--- config.mk ---
export PLATFORM = sky130hd
export DESIGN_NAME = weight_loader
export DESIGN_NICKNAME = d
export VERILOG_FILES = /design/src/rtl/weight_loader.sv
export SDC_FILE = /design/constraint.sdc
export NUM_CORES = 1
export LEC_CHECK = 0
export ABC_AREA = 1
export CORE_UTILIZATION = 59
export CTS_BUF_LIST = sky130_fd_sc_hd__clkbuf_2 sky130_fd_sc_hd__clkbuf_4 sky130_fd_sc_hd__clkbuf_8
export CTS_CLUSTER_SIZE = 10
export DETAILED_ROUTE_END_ITERATION = 12
export DONT_BUFFER_PORTS = 1
export PLACE_DENSITY_LB_ADDON = 0.05
export REMOVE_ABC_BUFFERS = 1
export SYNTH_ARGS = -nofsm -noshare
export SYNTH_HDL_FRONTEND = slang
export SYNTH_SLANG_ARGS = --single-unit
--- constraint.sdc ---
create_clock -name clk -period 1.55 [get_ports clk]
set_input_delay 0.31 -clock clk [delete_from_list [all_inputs] [get_ports clk]]
set_output_delay 0.31 -clock clk [all_outputs]
set_load 0.03 [all_outputs]
--- src/rtl/weight_loader.sv ---
// weight_loader: accepts one kernel of 16-bit weights over an AXI-stream
// slave (two elements per word) and writes it into a downstream weight buffer
// of BUF_ELEMS elements. It throttles the stream on buffer occupancy and waits
// until the buffer has handed out every element before it reports done.
module weight_loader #(
    parameter int BUF_ELEMS = 14,
    parameter int WORD_W    = 32
) (
    input  logic              clk,
    input  logic              nrst,
    input  logic              start,
    input  logic [4:0]        kernel_len,
    input  logic [WORD_W-1:0] s_tdata,
    input  logic              s_tvalid,
    input  logic              s_tlast,
    output logic              s_tready,
    output logic              fifo_en,
    output logic [WORD_W-1:0] data_out,
    output logic [4:0]        weight_dim,
    input  logic              elem_taken,
    output logic              busy,
    output logic              done,
    output logic              len_err
);

    typedef enum logic [1:0] {
        IDLE  = 2'd0,
        LOAD  = 2'd1,
        DRAIN = 2'd2,
        DONE  = 2'd3
    } state_t;

    // A word carries two elements, so a new word fits only while at least two slots are free.
    localparam logic [4:0] OCC_LIMIT = 5'(BUF_ELEMS - 2);

    state_t            state_r;
    logic [5:0]        words_left_r;
    logic [4:0]        occ_r;
    logic [4:0]        consumed_r;
    logic [4:0]        weight_dim_r;
    logic [WORD_W-1:0] data_out_r;
    logic              fifo_en_r;
    logic              busy_r;
    logic              done_r;
    logic              len_err_r;

    logic              hs_s;
    logic              final_word_s;
    logic [5:0]        words_init_s;
    logic [4:0]        occ_nxt_s;
    logic [4:0]        consumed_nxt_s;

    assign s_tready     = (state_r == LOAD) && (words_left_r != 6'd0) && (occ_r <= OCC_LIMIT);
    assign hs_s         = s_tvalid & s_tready;
    assign final_word_s = (words_left_r == 6'd1);
    // ceil(kernel_len / 2): an odd kernel still costs a whole final word.
    assign words_init_s = ({1'b0, kernel_len} + 6'd1) >> 1;

    assign fifo_en    = fifo_en_r;
    assign data_out   = data_out_r;
    assign weight_dim = weight_dim_r;
    assign busy       = busy_r;
    assign done       = done_r;
    assign len_err    = len_err_r;

    // Next occupancy: +2 per accepted word, -1 per element read, never below zero.
    always_comb begin
        occ_nxt_s = occ_r;
        case ({hs_s, elem_taken})
            2'b10:   occ_nxt_s = occ_r + 5'd2;
            2'b11:   occ_nxt_s = occ_r + 5'd1;
            2'b01: begin
                if (occ_r == 5'd0) begin
                    occ_nxt_s = 5'd0;
                end else begin
                    occ_nxt_s = occ_r - 5'd1;
                end
            end
            default: occ_nxt_s = occ_r;
        endcase
    end

    // Next consumed count, so the final read can end DRAIN in its own cycle.
    always_comb begin
        consumed_nxt_s = consumed_r;
        if (elem_taken) begin
            consumed_nxt_s = consumed_r + 5'd1;
        end else begin
            consumed_nxt_s = consumed_r;
        end
    end

    // Control FSM with its counters and all registered outputs.
    always_ff @(posedge clk or negedge nrst) begin
        if (!nrst) begin
            state_r      <= IDLE;
            words_left_r <= 6'd0;
            occ_r        <= 5'd0;
            consumed_r   <= 5'd0;
            weight_dim_r <= 5'd0;
            data_out_r   <= '0;
            fifo_en_r    <= 1'b0;
            busy_r       <= 1'b0;
            done_r       <= 1'b0;
            len_err_r    <= 1'b0;
        end else begin
            fifo_en_r <= hs_s;
            done_r    <= 1'b0;
            if (hs_s) begin
                data_out_r <= s_tdata;
            end
            case (state_r)
                IDLE: begin
                    occ_r <= occ_nxt_s;
                    if (start) begin
                        if (kernel_len != 5'd0) begin
                            weight_dim_r <= kernel_len;
                            words_left_r <= words_init_s;
                            occ_r        <= 5'd0;
                            consumed_r   <= 5'd0;
                            len_err_r    <= 1'b0;
                            busy_r       <= 1'b1;
                            state_r      <= LOAD;
                        end else begin
                            len_err_r <= 1'b1;
                        end
                    end
                end
                LOAD: begin
                    occ_r      <= occ_nxt_s;
                    consumed_r <= consumed_nxt_s;
                    if (hs_s) begin
                        words_left_r <= words_left_r - 6'd1;
                        // A misplaced tlast is flagged but the word is still taken.
                        if (s_tlast != final_word_s) begin
                            len_err_r <= 1'b1;
                        end
                        if (final_word_s) begin
                            state_r <= DRAIN;
                        end
                    end
                end
                DRAIN: begin
                    occ_r      <= occ_nxt_s;
                    consumed_r <= consumed_nxt_s;
                    if (consumed_nxt_s == weight_dim_r) begin
                        done_r  <= 1'b1;
                        state_r <= DONE;
                    end
                end
                DONE: begin
                    occ_r      <= occ_nxt_s;
                    consumed_r <= consumed_nxt_s;
                    busy_r     <= 1'b0;
                    state_r    <= IDLE;
                end
                default: begin
                    busy_r  <= 1'b0;
                    state_r <= IDLE;
                end
            endcase
        end
    end

endmodule
# After elaboration in Yosys (flattened, before gate mapping)
# Cells that the tools add are included.
# op_classes
eq_ne	15
mux	29
n_lt_le_gt_ge	1
n_bitwise	1
reduce_logical	15
addsub	6
# ops
operator	count
$mux 5	6
$pmux 5 s2	2
$mux 6	3
$pmux 5 s3	1
$pmux 6 s2	1
$add 5x1->5 const B	2
$mux 2	5
$ne 2x2->1 const B	5
$eq 2x2->1 const B	4
$mux 1	8
$pmux 2 s4	1
$reduce_and 4->1	2
$add 5x1->6 const B	1
$eq 6x1->1 const B	1
$reduce_and 3->1	2
$reduce_bool 6->1	1
$sub 6x1->6 const B	1
$add 5x2->5 const B	1
$eq 5x5->1	1
$le 5x4->1 const B	1
$logic_not 5->1	1
$reduce_and 5->1	1
$reduce_bool 5->1	1
$sub 5x1->5 const B	1
10 further kinds	14
# totals
register_bits	59
inputBits	43
elab_cells	77
output_inout_bits	42

# Depth between registers and ports, before layout
# Gate-level depths: netlist of the first run.
# logic_depth
word_depth	9
ltp_mapped	13
ltp_nobuf	13

# Worst setup path after synthesis of the first run
# No wires, ideal clock.
# synth_timing
kind	flip-flop to flip-flop
startpoint	register state_r[1]
endpoint	register state_r[0]
path_slack_ns	-0.106
setup_ns	0.117
path_stages_with_launch	13
required_time_ns	1.433
arrival_ns	1.539
synth_period_minus_slack_ns	1.656
n_path_buf	1
path_cell_list	dfrtp_1 -> inv_1 -> ha_1 -> buf_4 -> nand2_2 -> nor2_4 -> nand3_4 -> nand2_2 -> nand2_4 -> a21oi_2 -> nand2_1 -> nand2_1 -> nand2_1
# synth_via
elab_chain_len	6
elab_cells_between_ends	14
cone_classes	eq/ne (8); mux (1); bitwise (1); reduce/logical (4)
# synth_lines
element	line_no	rtl
start, declared	36	state_t state_r;
start signal, assigned	96	state_r <= IDLE;
start signal, assigned	123	state_r <= LOAD;
start signal, assigned	139	state_r <= DRAIN;
$eq 2x1->1	53, 112	
$logic_and 1x1->1 (2 in series)	53	assign s_tready = (state_r == LOAD) && (words_left_r != 6'd0) && (occ_r <= OCC_LIMIT);
$and 1x1->1	54	assign hs_s = s_tvalid & s_tready;
$ne 2x2->1 (no line)	--	
$reduce_and 5->1 (no line)	--	
# Several ways; a longest one is shown, not always the timed one.
# A chain may end at the register's enable or synchronous reset.

# Worst setup path after layout of the first run
# layout_timing
startpoint	register words_left_r[1]
endpoint	register occ_r[1]
# layout_via
elab_chain_len	9
elab_cells_between_ends	11
cone_classes	eq/ne (3); mux (4); bitwise (1); reduce/logical (3)
# layout_lines
element	line_no	rtl
start, declared	37	logic [5:0] words_left_r;
start signal, assigned	118	words_left_r <= words_init_s;
start signal, assigned	133	words_left_r <= words_left_r - 6'd1;
$reduce_bool 6->1 *	53	
$logic_and 1x1->1 * (2 in series)	53	
$and 1x1->1 *	54	
$eq 2x1->1 or $eq 2x2->1 (tied branches)	69	case ({hs_s, elem_taken})
$pmux 5 s3 *	69	
$mux 5	116	if (kernel_len != 5'd0) begin
$mux 5	115	if (start) begin
$pmux 5 s2 *	112	case (state_r)
end signal, assigned	114	occ_r <= occ_nxt_s;
end signal, assigned	130	occ_r <= occ_nxt_s;
end signal, assigned	144	occ_r <= occ_nxt_s;
end, declared	38	logic [4:0] occ_r;
# Every way passes the cells marked *; elsewhere a longest branch is shown, timed or not.

==> flow_summary.rst, run 1 <==
.. list-table::
   :header-rows: 1

   * - Metric
     - Value
   * - Result of the run
     - finished, violations left
   * - Failing checks
     - hold timing, setup timing
   * - Die outline area
     - 0.00565 mm2
   * - Layout fillers
     - 386
   * - Average cell area after synthesis
     - 7.82 um2
   * - Cells after synthesis
     - 404
   * - Most frequent cells in the layout
     - 157 x nand2_1, 59 x dfrtp_1, 43 x buf_4, 29 x inv_1
   * - Per-cell routed wire length
     - 14.2 um
   * - Gr usage total
     - 0.275
   * - Clock buffer count from CTS
     - 9
   * - Proportion of layout cells with a drive suffix above 1
     - 0.258
   * - H-tree depth
     - 3
   * - Final Hold Slack
     - -0.338 ns
   * - Leak
     - 0.00209 uW
   * - Final weighted congestion of routability-driven global placement
     - 0.886
   * - Io pins
     - 85
   * - Fraction of the yosys area taken by sequential cells
     - 0.468
   * - Final-stage net count
     - 513
   * - Crit path time final
     - 1.72 ns
   * - Footprint of the multi-input gates
     - 0.00163 mm2
   * - Final total power
     - 9430 uW
   * - Worst min path class
     - primary input to asynchronous set/reset pin
   * - Kind of capture point of the worst setup path
     - register
   * - Core footprint
     - 0.00514 mm2
   * - Slowest-stage cell, CP
     - dfrtp_1
   * - Antenna violations before repair
     - 0
   * - First-pass GRT wire length
     - 11,400 um
   * - Most crowded layer after global routing
     - met2
   * - Residual overflow from global routing
     - 0
   * - Number of library cell types mapped by synthesis
     - 33
   * - Biggest cell delay along the critical path
     - 0.39 ns
   * - Iteration-0 DRC count of the detailed router
     - 158
   * - Global-route met1 utilization
     - 0.304
   * - Vias in the first global route
     - 2,706
   * - Iteration count of the initial detailed-routing pass
     - 4
   * - Detailed-placement wirelength estimate
     - 5080 um
   * - Largest area contributor in the synthesized netlist
     - dfrtp_1
   * - Clock group share of total power
     - 0.163
   * - Final hold viol count
     - 59
   * - Mapped cell area
     - 0.00316 mm2
   * - Synth warn
     - 0
   * - Flops & latches, synth
     - 59
   * - Critical path arrival
     - 1.94 ns
   * - Routed wire length
     - 7510 um
   * - Setup Crit Path Kind
     - register to register
   * - CTS max path bufs
     - 2
   * - Y dimension of the die
     - 75.2 um
   * - Clock skew
     - 0.00670 ns
   * - Most common cell after layout, fill and taps aside
     - nand2_1
   * - Clock Root Buffer
     - clkbuf_8
   * - M2 GR Usage
     - 0.484
   * - Post-route setup TNS
     - -5.93 ns
   * - Unrepaired setup endpoints after global routing
     - true
   * - Routed via count
     - 2,772
   * - Smallest setup slack after layout
     - -0.169 ns
   * - Dominant cells by area after synthesis
     - dfrtp_1 47%, nand2_1 20%, ha_1 6.3%
   * - I/O Buffers
     - 0
   * - Cell chain of the critical path
     - inv_2 > ha_4 > nand2_4 > nor2_4 > nand2_2 > buf_6 > nand3_4 > nand2_2 > o21ai_1 > o21bai_1 > inv_1
   * - CP startpoint kind
     - register
   * - Row cnt
     - 26
   * - Worst vdd rail ir drop
     - 1.37 mV
   * - Detailed-route DRC error count
     - 0
   * - Total of max-cap violations
     - 0
   * - Worst Path Max Fanout
     - 6
   * - Remaining number of nets flagged by the antenna check after routing
     - 0
   * - Clk Latency, worst-skew pair
     - 0.34 ns
   * - Cell internal pwr
     - 5050 uW
   * - Clock transition time at the flip-flop clock pins of the worst setup and hold paths
     - 0.07 ns
   * - Share of total power in combinational logic
     - 0.466
   * - Initial cell density of the core
     - 0.614
   * - Storage cell area
     - 0.00148 mm2
   * - Worst relative slew slack
     - 0.776
   * - Die extent in x
     - 75.2 um
   * - Fraction of synthesized cell area taken by the top area cell type
     - 0.468
   * - Clock sinks
     - 59
   * - Final count of pins violating max slew
     - 0
   * - Power per cell area
     - 2370 mW/mm2
   * - Period utilization
     - 1.11
   * - Final setup vio count
     - 46
   * - Part of the power in registers
     - 0.371
   * - TritonCTS clock tree
     - built
   * - Number of vias per cell
     - 5.25
   * - Share of total power consumed by net switching
     - 0.465
   * - Pin count of the biggest net entering global routing
     - 60
   * - Antenna fix cells
     - 0
   * - Highest attainable clock frequency
     - 0.582 GHz
   * - Met3 Usage GRT
     - 0.0710
   * - Slew @ Worst Pin
     - 0.336 ns
   * - Required time of the critical path
     - 1.77 ns
   * - Critical Path Most Common Cell
     - nand2_2
   * - Switching power
     - 4380 uW
   * - Layout overhead on the synthesized area
     - 26.1%
## routing by layer
layer / routed length [um] / vias up
met2: 3740 / 98
met5: 0 / -
met4: 172 / 0
met3: 457 / 21
met1: 3140 / 1286
li1: - / 1367
## synth_stat cells (all sizes together)
cell type,number
or2,2
xor2,8
nand4,1
dfrtp,59
o21ai,28
buf,8
nand3,26
a31oi,2
xnor2,2
o22ai,4
ha,16
clkinv,1
inv,41
nor4,1
nand3b,1
o21bai,1
nor2,22
nor3b,1
nand2,171
nor3,2
clkbuf,2
a21oi,5
## final cells by class
cell class              instances  share of cell area
clock inverters                 5              0.0195
repair buffers                 49               0.103
clock buffers                  10              0.0345
well taps                      70              0.0220
inverters                      42              0.0408
multi-input cells             293               0.409
flip-flops and latches         59               0.371
## stage by stage
stage	instance area [um2]	hold slack, ns	setup WS (ns)	util	std cells
after detailed placement	3490	0.0162	-0.132	0.680	504
after floorplan	3090	0.0144	-0.603	-	394
after CTS	3890	-0.351	-0.110	0.758	526
after global placement	3490	0.0159	-0.0699	0.680	504
after global routing	3980	-0.351	-0.277	0.775	528
final	3980	-0.338	-0.169	0.775	528
## state kept, by name, indices dropped and copies added (netlist names), 2 cells and up
name	cells
consumed_r	5
occ_r	5
words_left_r	6
state_r	2
data_out	32
weight_dim	5
## kinds of logic (layout without fill, tap and decap cells)
| kind of cell | after synthesis | after routing | share of synthesized area |
|---|---|---|---|
| simple gates | 227 | 227 | 0.303 |
| flops | 59 | 59 | 0.468 |
| buf+inv | 52 | 106 | 0.0701 |
| compound gates | 40 | 40 | 0.0678 |
| fa+ha+maj | 16 | 16 | 0.0634 |
| xor+xnor | 10 | 10 | 0.0277 |
## what timing repair did
item	in CTS	in global routing
cloned	0	0
pin swaps	22	12
endpoints found under the hold margin	59	59
gates resized for setup	43	19
setup endpoints to repair	47	49
setup buffers	7	2
## power by group through the flow
stage | clock network, uW | registers, uW | logic, uW
after global placement | 0 | 3470 | 3580
after floorplan | 0 | 3560 | 2270
after CTS | 1560 | 3480 | 4100
after detailed placement | 0 | 3490 | 3690
final | 1540 | 3500 | 4390
after global routing | 1620 | 3600 | 4920
## worst max-delay path, delay by kind of cell (launching register included)
family / cells / cell delay, ns
AOI/OAI and AO/OA: 2 / 0.27
DFF: 1 / 0.39
adders and majority gates: 1 / 0.15
buffers and inverters: 3 / 0.28
and+or+nand+nor: 5 / 0.50
## worst paths after layout
path                                       from               to  slack (ns)  cells after the start
max in group asynchronous                  nrst         occ_r[2]        1.77                      0
worst max-delay path            words_left_r[1]         occ_r[1]       -0.17                     11
worst min register to register    weight_dim[4]    weight_dim[4]        0.55                      2
min in group clk                     s_tdata[2]      data_out[2]        0.08                      2
worst max register to register  words_left_r[1]         occ_r[1]       -0.17                     11
worst min-delay path                       nrst  words_left_r[0]       -0.34                      0
(Power assumes the default switching activity.)
==> inputs of run 2 (changes only) <==
PLACE_DENSITY = 0.78   (was not set)
PLACE_DENSITY_LB_ADDON = not set   (was 0.05)
==> flow_summary.rst, run 2 (synthesized netlist as in run 1, its figures left out) <==
.. list-table::
   :header-rows: 1

   * - Metric
     - Value
   * - Layout fillers
     - 329 (was 386)
   * - Gr usage total
     - 0.279 (was 0.275)
   * - Routed via count
     - 2,917 (was 2,772)
   * - Path depth of the worst reg2reg path
     - 12 (was 11)
   * - Critical path arrival
     - 2.01 ns (was 1.94 ns)
   * - Clock buffer count from CTS
     - 9 (unchanged)
   * - TritonCTS clock tree
     - built (unchanged)
   * - Initial cell density of the core
     - 0.614 (unchanged)
   * - Detailed-route DRC error count
     - 0 (unchanged)
   * - Per-cell routed wire length
     - 15.5 um (was 14.2 um)
   * - Part of the power in registers
     - 0.360 (was 0.371)
   * - Routed wire length
     - 8240 um (was 7510 um)
   * - Setup Crit Path Kind
     - register to register (unchanged)
   * - Share of total power consumed by net switching
     - 0.472 (was 0.465)
   * - Antenna violations before repair
     - 0 (unchanged)
   * - Cell chain of the critical path
     - inv_2 > ha_4 > nand2_4 > nor2_4 > nand2_2 > buf_6 > nand3_4 > nor2_4 > nand2_1 > o21ai_2 > o21bai_1 > inv_1 (was inv_2 > ha_4 > nand2_4 > nor2_4 > nand2_2 > buf_6 > nand3_4 > nand2_2 > o21ai_1 > o21bai_1 > inv_1)
   * - Final Hold Slack
     - -0.341 ns (was -0.338 ns)
   * - Residual overflow from global routing
     - 0 (unchanged)
   * - H-tree depth
     - 3 (unchanged)
   * - Post-route setup TNS
     - -5.82 ns (was -5.93 ns)
   * - Final setup vio count
     - 48 (was 46)
   * - CTS max path bufs
     - 2 (unchanged)
   * - Iteration-0 DRC count of the detailed router
     - 183 (was 158)
   * - Clock group share of total power
     - 0.161 (was 0.163)
   * - Y dimension of the die
     - 75.2 um (unchanged)
   * - Row cnt
     - 26 (unchanged)
   * - Crit path time final
     - 1.79 ns (was 1.72 ns)
   * - Power per cell area
     - 2410 mW/mm2 (was 2370 mW/mm2)
   * - Number of cells on the critical path
     - 12 (was 11)
   * - Pin count of the biggest net entering global routing
     - 60 (unchanged)
   * - Cell internal pwr
     - 5170 uW (was 5050 uW)
   * - Vias in the first global route
     - 2,545 (was 2,706)
   * - Footprint of the multi-input gates
     - 0.00164 mm2 (was 0.00163 mm2)
   * - Antenna fix cells
     - 0 (unchanged)
   * - Slowest-stage cell, CP
     - dfrtp_1 (unchanged)
   * - Final count of pins violating max slew
     - 0 (unchanged)
   * - Most frequent cells in the layout
     - 153 x nand2_1, 59 x dfrtp_1, 42 x buf_4, 30 x inv_1, 21 x nand3_1 (was 157 x nand2_1, 59 x dfrtp_1, 43 x buf_4, 29 x inv_1)
   * - Io pins
     - 85 (unchanged)
   * - Kind of capture point of the worst setup path
     - register (unchanged)
   * - Most common cell after layout, fill and taps aside
     - nand2_1 (unchanged)
   * - Biggest cell delay along the critical path
     - 0.39 ns (about the same)
   * - Final hold viol count
     - 59 (unchanged)
   * - Switching power
     - 4620 uW (was 4380 uW)
   * - Worst min path class
     - primary input to asynchronous set/reset pin (unchanged)
   * - Slew @ Worst Pin
     - 0.567 ns (was 0.336 ns)
   * - I/O Buffers
     - 0 (unchanged)
   * - Final weighted congestion of routability-driven global placement
     - 0.948 (was 0.886)
   * - Clk Latency, worst-skew pair
     - 0.34 ns (about the same)
   * - Result of the run
     - finished, violations left (unchanged)
   * - Clock Root Buffer
     - clkbuf_8 (unchanged)
   * - Die extent in x
     - 75.2 um (unchanged)
   * - Placed cell area
     - 0.00347 mm2 (was 0.00349 mm2)
   * - Number of vias per cell
     - 5.47 (was 5.25)
   * - Unrepaired setup endpoints after global routing
     - true (unchanged)
   * - CP startpoint kind
     - register (unchanged)
   * - Leak
     - 0.00212 uW (was 0.00209 uW)
   * - Worst vdd rail ir drop
     - 1.40 mV (was 1.37 mV)
   * - Iteration count of the initial detailed-routing pass
     - 5 (was 4)
   * - Storage cell area
     - 0.00148 mm2 (unchanged)
   * - Layout overhead on the synthesized area
     - 28.3% (was 26.1%)
   * - Failing checks
     - hold timing, setup timing (unchanged)
   * - Top cell family by delay on the critical path
     - simple AND/OR/NAND/NOR gates (unchanged)
   * - Detailed-placement wirelength estimate
     - 4970 um (was 5080 um)
   * - Remaining number of nets flagged by the antenna check after routing
     - 0 (unchanged)
   * - Clock transition time at the flip-flop clock pins of the worst setup and hold paths
     - 0.08 ns (was 0.07 ns)
   * - Share of total power in combinational logic
     - 0.479 (was 0.466)
   * - Worst relative slew slack
     - 0.620 (was 0.776)
   * - Count of buffer and inverter cells on the critical path
     - 3 (unchanged)
   * - Total of max-cap violations
     - 0 (unchanged)
   * - Clock sinks
     - 59 (unchanged)
   * - Final-stage net count
     - 517 (was 513)
   * - Critical Path Most Common Cell
     - nor2_4 (was nand2_2)
   * - First-pass GRT wire length
     - 11,400 um (about the same)
   * - Number of flip-flops in the largest register
     - 32 (unchanged)
   * - Highest attainable clock frequency
     - 0.559 GHz (was 0.582 GHz)
   * - Required time of the critical path
     - 1.77 ns (about the same)
   * - Fin area
     - 0.00405 mm2 (was 0.00398 mm2)
   * - Die outline area
     - 0.00565 mm2 (unchanged)
   * - Clock skew
     - 0.0156 ns (was 0.00670 ns)
   * - Period utilization
     - 1.15 (was 1.11)
   * - Proportion of layout cells with a drive suffix above 1
     - 0.263 (was 0.258)
   * - Fin util
     - 0.788 (was 0.775)
   * - Smallest setup slack after layout
     - -0.239 ns (was -0.169 ns)
   * - Core footprint
     - 0.00514 mm2 (unchanged)
   * - Worst Path Max Fanout
     - 8 (was 6)
-- run 2: cell types whose count changed in the layout (fill, tap and decap cells not counted), moves of 3 or more --
cell / before / now
nand2_2: 11 / 14
nand3_1: 16 / 21
buf_6: 3 / 7
nand3_2: 8 / 3
nand2_1: 157 / 153
-- run 2: layout make-up --
type | count | share of cell area
clock inverter | 6 | 0.0216
sequential | 59 | 0.364
tap | 70 | 0.0216
multi-input combinational | 294 | 0.405
clock buffer | 10 | 0.0340
inverter | 42 | 0.0401
timing repair buffer | 52 | 0.113
-- run 2: what timing repair did --
item	4_1_cts	5_1_grt
pin swaps	18	13
gates cloned	1	2
endpoints found under the hold margin	59	59
gates resized for setup	37	24
setup endpoints to repair	48	55
buffers inserted	12	3
-- run 2: power groups by stage --
stage | clock network, uW | registers [uW] | logic [uW]
after floorplan | 0 | 3560 | 2270
after global placement | 0 | 3490 | 3470
after detailed placement | 0 | 3510 | 3600
after CTS | 1590 | 3500 | 4180
after global routing | 1660 | 3610 | 5150
final | 1580 | 3520 | 4680
-- run 2: path summary, 6_finish.rpt --
kind                            startpoint            end  slack, ns
setup / recovery           words_left_r[1]       occ_r[1]      -0.24
max in group asynchronous             nrst       occ_r[1]       1.77
hold / removal                        nrst   data_out[23]      -0.34
min in group clk                s_tdata[1]    data_out[1]       0.07
hold reg to reg              weight_dim[4]  weight_dim[4]       0.57
setup reg to reg           words_left_r[1]       occ_r[1]      -0.24
-- run 2: metal layers --
layer  GRT usage  wire (um)  up-vias
li1            -          -     1378
met1       0.310       3080     1353
met2       0.486       4240      145
met3      0.0723        561       41
met4       0.160        358        0
met5           0          0        -
-- run 2: worst register-to-register path, cell delays in order, from the launching register on --
cell and delay [ns]:
dfrtp_1 0.39, inv_2 0.09, ha_4 0.15, nand2_4 0.05, nor2_4 0.12, nand2_2 0.08, buf_6 0.13, nand3_4 0.16
nor2_4 0.08, nand2_1 0.08, o21ai_2 0.06, o21bai_1 0.21, inv_1 0.07
-- run 2: stage by stage --
stage               setup WS, ns  hold slack, ns  total power (uW)  std cells
detailed placement        -0.110          0.0154              7110        499
finish                    -0.239          -0.341              9780        533
floorplan                 -0.603          0.0144              5840        394
global placement         -0.0367          0.0158              6960        499
CTS                       -0.108          -0.349              9270        528
global route              -0.288          -0.361             10400        533
